**config.mk**
```make
export PLATFORM = sky130hd
export DESIGN_NAME = flt2int_iter_flat
export DESIGN_NICKNAME = d
export VERILOG_FILES = /design/src/rtl/flt2int_iter_if.sv /design/src/rtl/flt2int_iter.sv /design/src/flat_wrapper.sv
export SDC_FILE = /design/constraint.sdc
export NUM_CORES = 1
export LEC_CHECK = 0
export ABC_AREA = 1
export BUFFER_PORTS_ARGS = -buffer_cell sky130_fd_sc_hd__buf_2
export CORE_UTILIZATION = 47
export DETAILED_ROUTE_END_ITERATION = 6
export PLACE_DENSITY = 0.72
export SLEW_MARGIN = 20
export SYNTH_ARGS = -nofsm -noshare
export SYNTH_HDL_FRONTEND = slang
export SYNTH_SLANG_ARGS = --single-unit
```
**constraint.sdc**
```tcl
create_clock -name clk -period 2.25 [get_ports clk]
set_clock_uncertainty 0.05 [all_clocks]
set_input_delay 0.3375 -clock clk [delete_from_list [all_inputs] [get_ports clk]]
set_output_delay 0.3375 -clock clk [all_outputs]
set_load 0.05 [all_outputs]
```
**src/rtl/flt2int_iter_if.sv**
```systemverilog
`default_nettype none
// ============================================================================
//  Module   : flt2int_iter_if
//  Purpose  : Request/acknowledge bus between a datapath (master) and the
//             iterative float-to-integer coprocessor (slave).
//  Signals  : req      - conversion request (master -> slave)
//             rnd_mode - 0 truncate, 1 round-nearest-even (master -> slave)
//             flt_in   - {sign, exponent, fraction} operand (master -> slave)
//             busy     - conversion in progress (slave -> master)
//             ack      - one-cycle result-valid pulse (slave -> master)
//             int_out  - signed integer result (slave -> master)
//             sat      - result was clamped (slave -> master)
//             inexact  - nonzero fraction bits discarded (slave -> master)
//  Revision : 1.0 - initial release
// ============================================================================
interface flt2int_iter_if #(
  parameter int EXP_W = 5,
  parameter int MAN_W = 10,
  parameter int INT_W = 16
);
  logic                   req;
  logic                   rnd_mode;
  logic [EXP_W+MAN_W:0]   flt_in;
  logic                   busy;
  logic                   ack;
  logic [INT_W-1:0]       int_out;
  logic                   sat;
  logic                   inexact;

  modport master (
    output req, rnd_mode, flt_in,
    input  busy, ack, int_out, sat, inexact
  );

  modport slave (
    input  req, rnd_mode, flt_in,
    output busy, ack, int_out, sat, inexact
  );
endinterface
`default_nettype wire

```
**src/rtl/flt2int_iter.sv**
```systemverilog
`default_nettype none
// ============================================================================
//  Module   : flt2int_iter
//  Purpose  : Iterative IEEE-style float to signed two's-complement integer
//             converter. Shifts the significand one bit per cycle, supports
//             truncation or round-nearest-even, and saturates at both ends.
//  Ports    : clk     - rising-edge clock
//             reset_n - asynchronous active-low reset
//             bus     - flt2int_iter_if slave modport (req/ack handshake,
//                       operand, result and flags)
//  Revision : 1.0 - initial release
// ============================================================================
module flt2int_iter #(
  parameter int EXP_W = 5,
  parameter int MAN_W = 10,
  parameter int INT_W = 16
) (
  input  logic           clk,
  input  logic           reset_n,
  flt2int_iter_if.slave  bus
);

  localparam int BIAS  = 2**(EXP_W-1) - 1;
  localparam int FLT_W = 1 + EXP_W + MAN_W;
  localparam int CNT_W = $clog2(INT_W + MAN_W + 2);
  localparam logic [INT_W-1:0] MAX_POS = {1'b0, {(INT_W-1){1'b1}}};
  localparam logic [INT_W-1:0] MIN_NEG = {1'b1, {(INT_W-1){1'b0}}};

  typedef enum logic [2:0] {
    S_IDLE   = 3'd0,
    S_DECODE = 3'd1,
    S_SHIFT  = 3'd2,
    S_ROUND  = 3'd3,
    S_DONE   = 3'd4
  } state_t;

  state_t             state_q, state_d;
  logic [FLT_W-1:0]   flt_q, flt_d;
  logic               rnd_q, rnd_d;
  logic [INT_W-1:0]   mag_q, mag_d;
  logic [CNT_W-1:0]   cnt_q, cnt_d;
  logic               left_q, left_d;
  logic               guard_q, guard_d;
  logic               sticky_q, sticky_d;
  logic [INT_W-1:0]   int_q, int_d;
  logic               sat_q, sat_d;
  logic               inexact_q, inexact_d;

  // Field decode of the captured operand
  logic               w_sign;
  logic [EXP_W-1:0]   w_exp;
  logic [MAN_W-1:0]   w_frac;
  logic signed [31:0] w_e;
  logic               w_inc;
  logic [INT_W-1:0]   w_rmag;

  assign w_sign = flt_q[FLT_W-1];
  assign w_exp  = flt_q[FLT_W-2 -: EXP_W];
  assign w_frac = flt_q[MAN_W-1:0];
  assign w_e    = $signed({{(32-EXP_W){1'b0}}, w_exp}) - BIAS;

  // Round-nearest-even increment; magnitude is below 2**(INT_W-1) here,
  // so the sum cannot wrap the INT_W-bit register.
  assign w_inc  = rnd_q & guard_q & (sticky_q | mag_q[0]);
  assign w_rmag = mag_q + {{(INT_W-1){1'b0}}, w_inc};

  always_ff @(posedge clk or negedge reset_n) begin
    if (!reset_n) begin
      state_q   <= S_IDLE;
      flt_q     <= '0;
      rnd_q     <= 1'b0;
      mag_q     <= '0;
      cnt_q     <= '0;
      left_q    <= 1'b0;
      guard_q   <= 1'b0;
      sticky_q  <= 1'b0;
      int_q     <= '0;
      sat_q     <= 1'b0;
      inexact_q <= 1'b0;
    end else begin
      state_q   <= state_d;
      flt_q     <= flt_d;
      rnd_q     <= rnd_d;
      mag_q     <= mag_d;
      cnt_q     <= cnt_d;
      left_q    <= left_d;
      guard_q   <= guard_d;
      sticky_q  <= sticky_d;
      int_q     <= int_d;
      sat_q     <= sat_d;
      inexact_q <= inexact_d;
    end
  end

  always_comb begin
    state_d   = state_q;
    flt_d     = flt_q;
    rnd_d     = rnd_q;
    mag_d     = mag_q;
    cnt_d     = cnt_q;
    left_d    = left_q;
    guard_d   = guard_q;
    sticky_d  = sticky_q;
    int_d     = int_q;
    sat_d     = sat_q;
    inexact_d = inexact_q;

    case (state_q)
      S_IDLE: begin
        if (bus.req) begin
          flt_d   = bus.flt_in;
          rnd_d   = bus.rnd_mode;
          state_d = S_DECODE;
        end
      end

      S_DECODE: begin
        guard_d  = 1'b0;
        sticky_d = 1'b0;
        mag_d    = {{(INT_W-MAN_W-1){1'b0}}, |w_exp, w_frac};
        if (w_exp == '0) begin
          // zero or subnormal: magnitude is far below one half
          int_d     = '0;
          sat_d     = 1'b0;
          inexact_d = |w_frac;
          state_d   = S_DONE;
        end else if (&w_exp) begin
          // only exact -inf maps to MIN; NaN of either sign maps to MAX
          int_d     = (w_sign && (w_frac == '0)) ? MIN_NEG : MAX_POS;
          sat_d     = 1'b1;
          inexact_d = 1'b0;
          state_d   = S_DONE;
        end else if (w_e < -1) begin
          int_d     = '0;
          sat_d     = 1'b0;
          inexact_d = 1'b1;
          state_d   = S_DONE;
        end else if (w_e >= INT_W-1) begin
          int_d     = w_sign ? MIN_NEG : MAX_POS;
          // exactly -2**(INT_W-1) is representable
          sat_d     = !(w_sign && (w_e == INT_W-1) && (w_frac == '0));
          inexact_d = 1'b0;
          state_d   = S_DONE;
        end else begin
          if (w_e >= MAN_W) begin
            left_d = 1'b1;
            cnt_d  = CNT_W'(w_e - MAN_W);
          end else begin
            left_d = 1'b0;
            cnt_d  = CNT_W'(MAN_W - w_e);
          end
          state_d = (w_e == MAN_W) ? S_ROUND : S_SHIFT;
        end
      end

      S_SHIFT: begin
        if (left_q) begin
          mag_d = mag_q << 1;
        end else begin
          mag_d    = mag_q >> 1;
          guard_d  = mag_q[0];
          sticky_d = sticky_q | guard_q;
        end
        cnt_d = cnt_q - {{(CNT_W-1){1'b0}}, 1'b1};
        if (cnt_q == {{(CNT_W-1){1'b0}}, 1'b1}) begin
          state_d = S_ROUND;
        end
      end

      S_ROUND: begin
        inexact_d = guard_q | sticky_q;
        if (!w_sign) begin
          if (w_rmag > MAX_POS) begin
            int_d = MAX_POS;
            sat_d = 1'b1;
          end else begin
            int_d = w_rmag;
            sat_d = 1'b0;
          end
        end else begin
          if (w_rmag > MIN_NEG) begin
            int_d = MIN_NEG;
            sat_d = 1'b1;
          end else begin
            int_d = '0 - w_rmag;
            sat_d = 1'b0;
          end
        end
        state_d = S_DONE;
      end

      S_DONE: begin
        state_d = S_IDLE;
      end

      default: begin
        state_d = S_IDLE;
      end
    endcase
  end

  assign bus.busy    = (state_q != S_IDLE);
  assign bus.ack     = (state_q == S_DONE);
  assign bus.int_out = int_q;
  assign bus.sat     = sat_q;
  assign bus.inexact = inexact_q;

endmodule
`default_nettype wire

```
**src/flat_wrapper.sv**
```systemverilog
// flat-port wrapper written by rule: the top's interface ports become plain ports
module flt2int_iter_flat 
#(
  parameter int EXP_W = 5,
  parameter int MAN_W = 10,
  parameter int INT_W = 16
)
  (clk, reset_n, bus_req, bus_rnd_mode, bus_flt_in, bus_busy, bus_ack, bus_int_out, bus_sat, bus_inexact);
  flt2int_iter_if #(.EXP_W(EXP_W), .MAN_W(MAN_W), .INT_W(INT_W)) bus_i ();
  input  logic clk;
  input  logic reset_n;
  input wire logic [$bits(bus_i.req)-1:0] bus_req;
  input wire logic [$bits(bus_i.rnd_mode)-1:0] bus_rnd_mode;
  input wire logic [$bits(bus_i.flt_in)-1:0] bus_flt_in;
  output wire logic [$bits(bus_i.busy)-1:0] bus_busy;
  output wire logic [$bits(bus_i.ack)-1:0] bus_ack;
  output wire logic [$bits(bus_i.int_out)-1:0] bus_int_out;
  output wire logic [$bits(bus_i.sat)-1:0] bus_sat;
  output wire logic [$bits(bus_i.inexact)-1:0] bus_inexact;
  assign bus_i.req = bus_req;
  assign bus_i.rnd_mode = bus_rnd_mode;
  assign bus_i.flt_in = bus_flt_in;
  assign bus_busy = bus_i.busy;
  assign bus_ack = bus_i.ack;
  assign bus_int_out = bus_i.int_out;
  assign bus_sat = bus_i.sat;
  assign bus_inexact = bus_i.inexact;
  flt2int_iter #(.EXP_W(EXP_W), .MAN_W(MAN_W), .INT_W(INT_W)) u_core (.clk(clk), .reset_n(reset_n), .bus(bus_i));
endmodule
```
After elaboration in Yosys (flattened, before gate mapping)
Cells that the tools add are included.

Bits in registers: 62. Word-level logic and storage cells: 108. Output and inout port bits: 20. Input bits: 20.

Reduce and logical (&&, ||, !) cells: 19. Add/sub/neg operators: 6. Magnitude comparators: 5. Eq/ne operators: 15. Muxes and demuxes: 44. Bitwise operators: 8.

Operator list (count): 2-to-1 mux 16 bit (10); one-hot mux 16 bit (2 select lines) (2); 2-to-1 mux 5 bit (5); 2-to-1 mux 3 bit (6); adder 16 x 1 -> 16 bit (1); greater-than comparator 16 x 15 -> 1 bit (second input constant) (1); greater-than comparator 16 bit (second input constant) (1); subtractor 1 x 16 -> 16 bit (first input constant) (1); 2-to-1 mux 1 bit (15); AND reduction 5 bit (3); equality test 6 x 5 -> 1 bit (second input constant) (2); greater-or-equal comparator 6 x 5 -> 1 bit (second input constant) (2); != test 2 bit (second input constant) (6); one-hot mux 3 bit (4 select lines) (1); logical NOT 10 bit (1); one-hot mux 5 bit (2 select lines) (1); OR reduction 10 bit (1); one-hot mux 1 bit (2 select lines) (4); AND reduction 2 bit (4); equality test 3 x 2 -> 1 bit (second input constant) (2); < comparator 6 x 1 -> 1 bit (second input constant) (1); subtractor 5 x 4 -> 6 bit (second input constant) (1); equality test 5 x 1 -> 1 bit (second input constant) (1); logical NOT 5 bit (1); other kinds (16) (24).

Logic depth before layout (Yosys ltp)
Gate-level depths: netlist of run 1.

Word-level depth: 10. Depth in mapped cells: 19. Depth with buffers taken out: 19.

Least setup slack after synthesis of run 1
OpenSTA, ideal clock, no wires.

Path kind: reg2reg. Start point: register u_core.mag_q[0]. End point: register u_core.int_q[11] (netlist: u_core.bus.int_out[11]). Cell stages (with the launch flop): 19. Setup slack: -0.121 ns. Arrival time: 2.247 ns. Period minus slack after synthesis: 2.371 ns. Cells stage by stage: dfrtp_1 > inv_1 > a21oi_1 > ha_1 > nand2_1 > clkinv_1 > nor2_1 > inv_1 > ha_1 > nand2_2 > nor2_4 > nand3_2 > nor2_2 > nand3_4 > nand2_8 > nand2_8 > o21bai_1 > nand2_1 > a21oi_2.

Cells in the longest elaborated chain, start to end: 7. Elaborated cells between the ends (all ways): 10. Those cells by class: add/sub: 2; order compare: 2; mux: 4; bitwise: 2.

RTL lines: from (decl) (line flt2int_iter.sv:40) `logic [INT_W-1:0] mag_q, mag_d;`; from (signal assigned) (line flt2int_iter.sv:84) `mag_q <= mag_d;`; OR 1 bit (line flt2int_iter.sv:64) `assign w_inc = rnd_q & guard_q & (sticky_q | mag_q[0]);`; bitwise AND 1 bit (line flt2int_iter.sv:64); adder 16 x 1 -> 16 bit (*) (line flt2int_iter.sv:65) `assign w_rmag = mag_q + {{(INT_W-1){1'b0}}, w_inc};`; subtractor 1 x 16 -> 16 bit, or another cell as far along (line flt2int_iter.sv:185) `int_d = '0 - w_rmag;`; 2-to-1 mux 16 bit, on equally long branches (line flt2int_iter.sv:181, flt2int_iter.sv:173); 2-to-1 mux 16 bit (*) (line flt2int_iter.sv:172) `if (!w_sign) begin`; one-hot mux 16 bit (2 select lines) (*) (line flt2int_iter.sv:108) `case (state_q)`; to (signal assigned) (line flt2int_iter.sv:89) `int_q <= int_d;`; to (decl) (line flt2int_iter.sv:45) `logic [INT_W-1:0] int_q, int_d;`.

Every way passes the cells marked *; elsewhere a longest branch is shown, timed or not. A chain may end at the register's enable or synchronous reset.

Worst setup path after layout of run 1
Start point: register u_core.guard_q. End point: register u_core.int_q[15] (netlist: u_core.bus.int_out[15]).

Cells in the longest elaborated chain, start to end: 7. Elaborated cells between the ends (all ways): 10. Those cells by class: add/sub: 2; order compare: 2; mux: 4; bitwise: 2.

RTL lines: from (decl) (line flt2int_iter.sv:43) `logic guard_q, guard_d;`; from (signal assigned) (line flt2int_iter.sv:87) `guard_q <= guard_d;`; bitwise AND 1 bit (*) (2 in series) (line flt2int_iter.sv:64); adder 16 x 1 -> 16 bit (*) (line flt2int_iter.sv:65); subtractor 1 x 16 -> 16 bit, or another cell as far along (line flt2int_iter.sv:185); 2-to-1 mux 16 bit, on equally long branches (line flt2int_iter.sv:181, flt2int_iter.sv:173); 2-to-1 mux 16 bit (*) (line flt2int_iter.sv:172); one-hot mux 16 bit (2 select lines) (*) (line flt2int_iter.sv:108).

Marked as above.

==> flow_metrics.env, run 1 <==
export IMPL_outcome="complete, but fails checks"
export IMPL_violations="setup timing"
export IMPL_synth_distinct_cells=43
export IMPL_hold_class="input port to flop"
export IMPL_hold_violations=0
export IMPL_n_fill_cell=711
export IMPL_p_int_mw=4.83
export IMPL_die_w_um=97.2
export IMPL_pre_cts_ws_ns=-0.169
export IMPL_synth_warnings=0
export IMPL_post_route_period_util=1.11
export IMPL_area_sequential_um2=1550
export IMPL_wirelength_mm=12.4
export IMPL_numPlacedInstances=758
export IMPL_worstMarginPinSlew_ns=0.597
export IMPL_synthCells=571
export IMPL_final_cells=804
export IMPL_p_seq_frac=0.222
export IMPL_cp_end_kind="flop"
export IMPL_track_usage=0.265
export IMPL_switching_share=0.490
export IMPL_path_class="flop to flop"
export IMPL_fin_nets=727
export IMPL_drtAntennaViolNets=0
export IMPL_critPathRequiredTime_ns=2.45
export IMPL_clock_path_buffers=2
export IMPL_antenna_cells=0
export IMPL_drtPass1Iterations=7
export IMPL_area_delta_synth_final_pct=36.0
export IMPL_rsz0062_at_grt="yes"
export IMPL_routedLengthMet1_mm=4.91
export IMPL_cts_made_buffers=9
export IMPL_dr_wl_met3_um=629
export IMPL_synth_area_leaders="dfrtp_1 (36%), nand2_1 (12%), inv_1 (5.9%)"
export IMPL_drv_cap=0
export IMPL_port_buffers=39
export IMPL_grt_pass1_wl_mm=20.3
export IMPL_grt_pass1_vias=4516
export IMPL_critical_path_max_stage_delay_ns=0.38
export IMPL_clkSinkCount=62
export IMPL_top_layer="met4"
export IMPL_avgSynthCellArea_um2=7.46
export IMPL_synth_net_count=607
export IMPL_yosysTopAreaCell="dfrtp_1"
export IMPL_cts_tree="yes"
export IMPL_hold_depth=2
export IMPL_reg2regPathDepth=19
export IMPL_overflow=0
export IMPL_slew_headroom=0.602
export IMPL_clockPowerShare=0.143
export IMPL_dieArea_um2=9440
export IMPL_dpl_hpwl_mm=8.33
export IMPL_crit_top_cell="nor2_4"
export IMPL_synth_top_cell_area_share=0.364
export IMPL_multi_input_area_um2=2670
export IMPL_die_h_um=97.2
export IMPL_start_util=0.486
export IMPL_setup_ws_ns=-0.237
export IMPL_cp_arrival_ns=2.68
export IMPL_ys_ff_latch=62
export IMPL_core_um2=8760
export IMPL_period_needed_ns=2.49
export IMPL_ios=40
export IMPL_vias=4500
export IMPL_setup_viol=17
export IMPL_max_freq_mhz=402
export IMPL_insertion_delay_ns=0.36
export IMPL_finish_utilization=0.661
export IMPL_p_leak_nw=2.81
export IMPL_row_count=34
export IMPL_wl_per_cell_um=15.5
export IMPL_power_frac_comb=0.634
export IMPL_antenna_found_initial=0
export IMPL_power_mw=9.47
export IMPL_drt_iter0_drc=243
export IMPL_drive_above_1_share=0.348
export IMPL_tns_ns=-3.14
export IMPL_met2_wirelength_mm=6.55
export IMPL_finalMaxSlewViolations=0
export IMPL_ir_drop_mv=1.13
export IMPL_gp_congestion=0.945
export IMPL_grt_max_degree=40
export IMPL_seq_area_frac_synth=0.364
export IMPL_ctsRootBufferMaster="clkbuf_8"
export IMPL_crit_chain="nand2_2 > a21oi_4 > ha_4 > nand2_4 > clkinv_4 > nor2_4 > inv_2 > ha_4 > nand2_4 > nor2_4 > nand3_4 > nor2_4 > nand3_4 > buf_4 > buf_6 > nor2_2 > nand2_1 > o211ai_1 > a21oi_1"
export IMPL_cts_htree_levels=3
export IMPL_drc=0
export IMPL_p_sw_mw=4.65
export IMPL_netlist_area_um2=4260
export IMPL_path_max_fanout=3
export IMPL_clkTransAtPathRegs_ns=0.08
export IMPL_p_per_area_nw_per_um2=1640
export IMPL_start_kind="flop"
export IMPL_viasPerCell=5.60
export IMPL_crit_slowest_cell="dfrtp_1"
## power groups by stage
stage	clock network (mW)	logic [mW]	registers, mW
5_1_grt	1.42	6.58	2.18
2_1_floorplan	0	3.02	2.59
6_report	1.36	6.01	2.10
3_5_place_dp	0	5.08	2.09
4_1_cts	1.37	5.28	2.08
3_3_place_gp	0	4.94	2.07
## routing by layer
layer  up-vias  GRT usage
met5         -          0
met4         0      0.132
met3        36     0.0489
li1       2139          -
met1      2157      0.302
met2       168      0.473
## cell usage in the layout, fill, tap and decap left out, types with 12 or more instances in the layout
master and n:
a21oi_1 23, nand2_2 20, buf_4 74, nor2_1 46, inv_1 63, dfrtp_1 62
nand2_1 121, buf_2 39, nand3_1 31, nor2_2 12, o21ai_0 25, nand4_1 12
## synth_stat cells, drive strengths merged
cell type  number
nand3b          1
or2             1
xnor2           2
o2111ai         3
o21bai          9
o211ai          3
nor3b           1
nor4            2
a22oi           4
a31oi           4
nand4          12
nor2           69
a21oi          35
o21ai          32
nand3          40
o22ai           7
nor3            5
buf             8
clkbuf          4
a221o           4
o221ai          8
clkinv          3
xor2            5
mux2            7
dfrtp          62
ha             16
inv            70
nand2         154
## cell type report
type,instances,area share
Timing Repair Buffer,121,0.152
Inverter,73,0.0486
Sequential cell,62,0.268
Multi-Input combinational cell,424,0.462
Tap cell,108,0.0233
Clock inverter,7,0.0253
Clock buffer,9,0.0214
## cell families after synthesis
| family | count (synthesis) | share of synthesized area |
|---|---|---|
| adders and majority gates | 16 | 0.0470 |
| and+or+nand+nor | 285 | 0.312 |
| AOI/OAI and AO/OA | 109 | 0.162 |
| buffers and inverters | 85 | 0.0796 |
| muxes | 7 | 0.0185 |
| xor gates and xnor gates | 7 | 0.0162 |
| DFF | 62 | 0.364 |
## critical path: cells and delay by family (launching register included)
kind / cells / cell delay [ns]
AO/OA/AOI/OAI: 3 / 0.35
AND/OR/NAND/NOR: 10 / 0.86
flip-flops: 1 / 0.38
buffers and inverters: 4 / 0.42
adder cells (fa/ha/maj): 2 / 0.33
## repair_timing
item	4_1_cts	5_1_grt
setup buffers	13	15
endpoints found under the setup margin	17	25
pin swaps	17	33
hold buffers	1	0
endpoints found under the hold margin	23	0
resized for setup	16	57
cloned	0	1
## per-stage QoR
step	hold WS, ns	instance area [µm²]
6_report	0.149	5790
5_1_grt	0.152	5790
4_1_cts	0.150	5430
3_5_place_dp	0.331	5000
3_3_place_gp	0.333	5000
2_1_floorplan	-0.00809	4310
## worst paths after layout
kind | startpoint | to | slack [ns]
worst max-delay path | u_core.guard_q | u_core.bus.int_out[15] | -0.24
worst min-delay path | bus_flt_in[12] | u_core.flt_q[12] | 0.15
worst max register to register | u_core.guard_q | u_core.bus.int_out[15] | -0.24
worst min register to register | u_core.bus.inexact | u_core.bus.inexact | 0.45
max in group asynchronous | reset_n | u_core.cnt_q[1] | 1.07
min in group asynchronous | reset_n | u_core.mag_q[12] | 0.46
## flip-flops by register name (all words and copies together) (netlist names)
register / count
u_core.bus.int_out: 16
u_core.rnd_q: 1
u_core.cnt_q: 5
u_core.flt_q: 16
u_core.bus.sat: 1
u_core.sticky_q: 1
u_core.bus.inexact: 1
u_core.mag_q: 16
u_core.state_q: 3
u_core.guard_q: 1
u_core.left_q: 1
Note: power is estimated with default switching activity, not from simulation.
==> run 2: changes to the inputs <==
--- a/config.mk
+++ b/config.mk
@@ -9,7 +9,7 @@
 export BUFFER_PORTS_ARGS = -buffer_cell sky130_fd_sc_hd__buf_2
 export CORE_UTILIZATION = 47
 export DETAILED_ROUTE_END_ITERATION = 6
-export PLACE_DENSITY = 0.72
+export PLACE_DENSITY = 0.7
 export SLEW_MARGIN = 20
 export SYNTH_ARGS = -nofsm -noshare
 export SYNTH_HDL_FRONTEND = slang
==> constraint.sdc (replaced) <==
create_clock -name clk -period 2.7 [get_ports clk]
set_clock_uncertainty 0.05 [all_clocks]
set_input_delay 0.405 -clock clk [delete_from_list [all_inputs] [get_ports clk]]
set_output_delay 0.405 -clock clk [all_outputs]
set_load 0.05 [all_outputs]
==> flow_metrics.env, run 2 (synthesized netlist as in run 1, its figures left out) <==
export IMPL_p_leak_nw=2.37
export IMPL_critPathRequiredTime_ns=2.93
export IMPL_finalMaxSlewViolations=0
export IMPL_max_freq_mhz=393
export IMPL_grt_use_met1=0.286
export IMPL_final_cell_mix="nand2_1 (135), inv_1 (67), dfrtp_1 (61), nor2_1 (59), buf_2 (39)"
export IMPL_slew_headroom=0.457
export IMPL_cts_tree="yes"
export IMPL_dieArea_um2=9440
export IMPL_path_max_fanout=9
export IMPL_wirelength_mm=10.4
export IMPL_reg2regPathDepth=18
export IMPL_dpl_hpwl_mm=7.72
export IMPL_drt_iter0_drc=217
export IMPL_finish_utilization=0.559
export IMPL_ctsRootBufferMaster="clkbuf_8"
export IMPL_clkSinkCount=62
export IMPL_cp_end_kind="flop"
export IMPL_drv_cap=0
export IMPL_start_kind="flop"
export IMPL_cts_made_buffers=9
export IMPL_die_h_um=97.2
export IMPL_final_common_cell="nand2_1"
export IMPL_period_needed_ns=2.55
export IMPL_grt_max_degree=63
export IMPL_hold_class="input port to asynchronous set/reset pin"
export IMPL_p_per_area_nw_per_um2=1310
export IMPL_ios=40
export IMPL_antenna_found_initial=0
export IMPL_drtPass1Iterations=4
export IMPL_clkTransAtPathRegs_ns=0.08
export IMPL_cts_htree_levels=3
export IMPL_setup_ws_ns=0.152
export IMPL_grt_util_met2=0.405
export IMPL_port_buffers=39
export IMPL_path_class="flop to flop"
export IMPL_insertion_delay_ns=0.35
export IMPL_gp_congestion=0.845
export IMPL_use_met3=0.0439
export IMPL_cts_hold_buf=0
export IMPL_drive_above_1_share=0.208
export IMPL_grt_pass1_wl_mm=17.9
export IMPL_n_fill_cell=859
export IMPL_drc=0
export IMPL_critical_path_startpoint="u_core.mag_q[0]"
export IMPL_area_delta_synth_final_pct=15.0
export IMPL_power_mw=6.41
export IMPL_vias=4004
export IMPL_wl_per_cell_um=14.0
export IMPL_fin_nets=662
export IMPL_viasPerCell=5.42
export IMPL_r2r_start="u_core.mag_q[0]"
export IMPL_overflow=0
export IMPL_hold_ws_ns=0.171
export IMPL_die_w_um=97.2
export IMPL_drtAntennaViolNets=0
export IMPL_grt_busiest_layer="met2"
export IMPL_hold_violations=0
export IMPL_track_usage=0.233
export IMPL_outcome="finished, final reports clean"
export IMPL_worstMarginPinSlew_ns=0.813
export IMPL_start_util=0.486
export IMPL_pre_cts_ws_ns=0.0432
export IMPL_clock_path_buffers=2
export IMPL_antenna_cells=0
export IMPL_grt_pass1_vias=3921
export IMPL_ir_drop_mv=0.656
export IMPL_post_route_period_util=0.944
export IMPL_row_count=34
export IMPL_core_um2=8760
export IMPL_setup_viol=0
export IMPL_cp_arrival_ns=2.78
==> run 2: per-layer routing <==
metal	wire length [µm]	share of wire
met1	4410	0.43
met2	5250	0.51
met3	467	0.045
met4	238	0.023
met5	0	0
==> run 2: critical path: stages (launching register included) <==
cell and delay [ns]:
dfrtp_1 0.36, inv_1 0.08, a21oi_2 0.18, ha_2 0.22, nand2_2 0.08, inv_2 0.08
nor2_1 0.07, inv_1 0.11, ha_4 0.15, nand2_2 0.07, nor2_4 0.11, nand3_2 0.10
nor2_4 0.16, nand3_4 0.12, nand2_8 0.12, nand2_8 0.08, o21bai_1 0.13, nand2_1 0.06
a21oi_1 0.13
==> run 2: repair_timing <==
action                     4_1_cts  5_1_grt
resized for setup                0       15
setup endpoints to repair        0       18
buffers inserted                 0        4
==> run 2: layout make-up <==
cell class / count / area [µm²] / area share
Sequential cell: 62 / 1550 / 0.317
Timing Repair Buffer: 56 / 335 / 0.0685
Tap cell: 108 / 135 / 0.0276
Clock buffer: 10 / 138 / 0.0281
Clock inverter: 6 / 46.3 / 0.00946
Multi-Input combinational cell: 424 / 2410 / 0.493
Inverter: 73 / 277 / 0.0565
==> run 2: final timing paths <==
check	end	slack, ns
hold reg to reg	u_core.bus.inexact	0.46
setup / recovery	u_core.bus.int_out[4]	0.15
min in group clk	u_core.flt_q[6]	0.23
max in group asynchronous	u_core.flt_q[11]	1.86
hold / removal	u_core.mag_q[12]	0.17
setup reg to reg	u_core.bus.int_out[4]	0.15
==> run 2: report_power, final <==
part           internal, mW  switching [mW]  leakage, nW
logic                  1.30            2.59         1.54
clock network         0.362           0.421       0.0889
registers              1.37           0.372        0.739
total                  3.03            3.38         2.37
==> run 2: through the flow <==
stage | instance area (µm²) | cells | setup TNS, ns
floorplan | 4260 | 571 | 0
global placement | 4630 | 719 | 0
detailed placement | 4630 | 719 | 0
CTS | 4820 | 735 | 0
global route | 4900 | 739 | -0.0819
finish | 4900 | 739 | 0
==> run 3: changes to the inputs <==
--- a/config.mk
+++ b/config.mk
@@ -7,9 +7,11 @@
 export LEC_CHECK = 0
 export ABC_AREA = 1
 export BUFFER_PORTS_ARGS = -buffer_cell sky130_fd_sc_hd__buf_2
-export CORE_UTILIZATION = 47
+export CELL_PAD_IN_SITES_DETAIL_PLACEMENT = 1
+export CELL_PAD_IN_SITES_GLOBAL_PLACEMENT = 1
+export CORE_UTILIZATION = 44
 export DETAILED_ROUTE_END_ITERATION = 6
-export PLACE_DENSITY = 0.7
+export PLACE_DENSITY = 0.84
 export SLEW_MARGIN = 20
 export SYNTH_ARGS = -nofsm -noshare
 export SYNTH_HDL_FRONTEND = slang
==> constraint.sdc (replaced) <==
create_clock -name clk -period 2.7 [get_ports clk]
set_clock_uncertainty 0.05 [all_clocks]
set_input_delay 0.405 -clock clk [delete_from_list [all_inputs] [get_ports clk]]
set_output_delay 0.405 -clock clk [all_outputs]
set_load 0.02 [all_outputs]
==> flow_metrics.env, run 3 (synthesized netlist as in run 1, its figures left out) <==
export IMPL_fin_nets=672
export IMPL_ir_drop_mv=0.718
export IMPL_grt_pass1_wl_mm=20.8
export IMPL_critPathRequiredTime_ns=2.94
export IMPL_final_cell_mix="nand2_1 (130), inv_1 (63), dfrtp_1 (62), nor2_1 (53), buf_2 (39)"
export IMPL_p_per_area_nw_per_um2=1280
export IMPL_slew_headroom=0.501
export IMPL_hold_violations=0
export IMPL_vias=4326
export IMPL_crit_top_cell="nor2_4"
export IMPL_critical_path_max_stage_delay_ns=0.40
export IMPL_hold_class="input port to asynchronous set/reset pin"
export IMPL_setup_viol=1
export IMPL_clkTransAtPathRegs_ns=0.09
export IMPL_wirelength_mm=13.8
export IMPL_grt_pass1_vias=4512
export IMPL_p_seq_frac=0.271
export IMPL_drc=0
export IMPL_drv_cap=0
export IMPL_p_sw_mw=3.43
export IMPL_antenna_found_initial=0
export IMPL_start_kind="flop"
export IMPL_wl_per_cell_um=17.9
export IMPL_gp_congestion=0.866
export IMPL_setup_ws_ns=-0.00179
export IMPL_drtPass1Iterations=5
export IMPL_power_frac_comb=0.607
export IMPL_drive_above_1_share=0.246
export IMPL_ios=40
export IMPL_viasPerCell=5.62
export IMPL_path_max_fanout=8
export IMPL_cts_hold_buf=0
export IMPL_die_h_um=100
export IMPL_worstMarginPinSlew_ns=0.749
export IMPL_cp_arrival_ns=2.94
export IMPL_clkSinkCount=62
export IMPL_outcome="complete, but fails checks"
export IMPL_insertion_delay_ns=0.37
export IMPL_die_w_um=100
export IMPL_path_class="flop to flop"
export IMPL_post_route_period_util=1.00
export IMPL_area_delta_synth_final_pct=20.0
export IMPL_dpl_hpwl_mm=9.35
export IMPL_crit_slowest_cell="dfrtp_1"
export IMPL_cts_made_buffers=9
export IMPL_grt_max_degree=34
export IMPL_dieArea_um2=10100
export IMPL_max_freq_mhz=370
export IMPL_cp_end_kind="flop"
export IMPL_crit_chain="buf_4 > ha_2 > buf_4 > nor2_4 > nor2_4 > inv_2 > ha_4 > nand2_2 > nor2_4 > nand3_4 > nor2_4 > nand3_4 > nand2_8 > buf_6 > nand3_1 > nand2_1 > nand2_1 > a21oi_1"
export IMPL_violations="setup timing"
export IMPL_ctsRootBufferMaster="clkbuf_8"
export IMPL_cts_htree_levels=3
export IMPL_power_mw=6.53
export IMPL_cts_tree="yes"
export IMPL_antenna_cells=0
export IMPL_switching_share=0.525
export IMPL_final_common_cell="nand2_1"
export IMPL_p_leak_nw=2.45
export IMPL_clockPowerShare=0.122
export IMPL_drtAntennaViolNets=0
export IMPL_core_um2=9330
export IMPL_clock_path_buffers=2
export IMPL_finalMaxSlewViolations=0
export IMPL_overflow=0
export IMPL_track_usage=0.264
export IMPL_period_needed_ns=2.70
export IMPL_drt_iter0_drc=186
export IMPL_port_buffers=39
export IMPL_hold_ws_ns=0.0356
export IMPL_row_count=35
export IMPL_p_int_mw=3.10
export IMPL_start_util=0.456
-- run 3: cell count changes in the layout (fill, tap and decap cells not counted), sizes merged --
cell | previous run | this run
clkinv | 5 | 4
clkinvlp | 2 | 3
clkbuf | 10 | 9
nand2 | 154 | 155
buf | 56 | 65
inv | 72 | 73
-- run 3: stage by stage --
stage | TNS (ns) | area, µm² | setup WS, ns | util | std cells
after detailed placement | -0.271 | 4660 | -0.0620 | 0.500 | 739
after CTS | 0 | 4860 | 0.00127 | 0.522 | 756
after global placement | 0 | 4660 | 0.174 | 0.500 | 739
after floorplan | 0 | 4260 | 0.330 | - | 571
after global routing | -1.25 | 5110 | -0.210 | 0.548 | 770
final | -0.00179 | 5110 | -0.00179 | 0.548 | 770
-- run 3: final cells by class --
class                      count  area, µm²
fill                        1197       4220
inverter                      73        279
tap                          129        161
multi-input combinational    425       2520
timing repair buffer          65        419
clock inverter                 7       57.6
sequential                    62       1550
clock buffer                   9        124
-- run 3: timing repair --
| action | CTS | global route |
|---|---|---|
| buffers inserted | 1 | 13 |
| gates cloned | 0 | 1 |
| setup endpoints to repair | 12 | 17 |
| resized for setup | 3 | 37 |
| pin swaps | 0 | 16 |
-- run 3: per-layer routing --
layer,global-route usage,vias to the layer above,wire length [µm]
li1,-,2018,-
met1,0.295,2147,5470
met3,0.0508,45,538
met4,0.0970,0,426
met5,0,-,0
met2,0.496,116,7360
-- run 3: power by group through the flow --
stage / clock [mW] / sequential [mW] / combinational [mW]
floorplan: 0 / 1.84 / 2.43
global placement: 0 / 1.74 / 3.39
detailed placement: 0 / 1.77 / 3.57
CTS: 0.791 / 1.75 / 3.63
global route: 0.835 / 1.82 / 4.41
finish: 0.794 / 1.77 / 3.97
-- run 3: critical path, delay by kind of cell, from the launching register on --
kind	cells	cell delay, ns
adder cells (fa/ha/maj)	2	0.36
buffers and inverters	4	0.51
AND/OR/NAND/NOR	11	1.19
flip-flops	1	0.40
AO/OA/AOI/OAI	1	0.11
-- run 3: final timing paths --
check	startpoint	to	slack [ns]	depth (start not counted)
setup / recovery	u_core.mag_q[0]	u_core.bus.int_out[8]	-0.002	18
hold / removal	reset_n	u_core.mag_q[13]	0.04	1
setup reg to reg	u_core.mag_q[0]	u_core.bus.int_out[8]	-0.002	18
hold reg to reg	u_core.bus.int_out[14]	u_core.bus.int_out[14]	0.47	2
max in group asynchronous	reset_n	u_core.mag_q[4]	1.92	2
min in group clk	bus_flt_in[6]	u_core.flt_q[6]	0.21	2
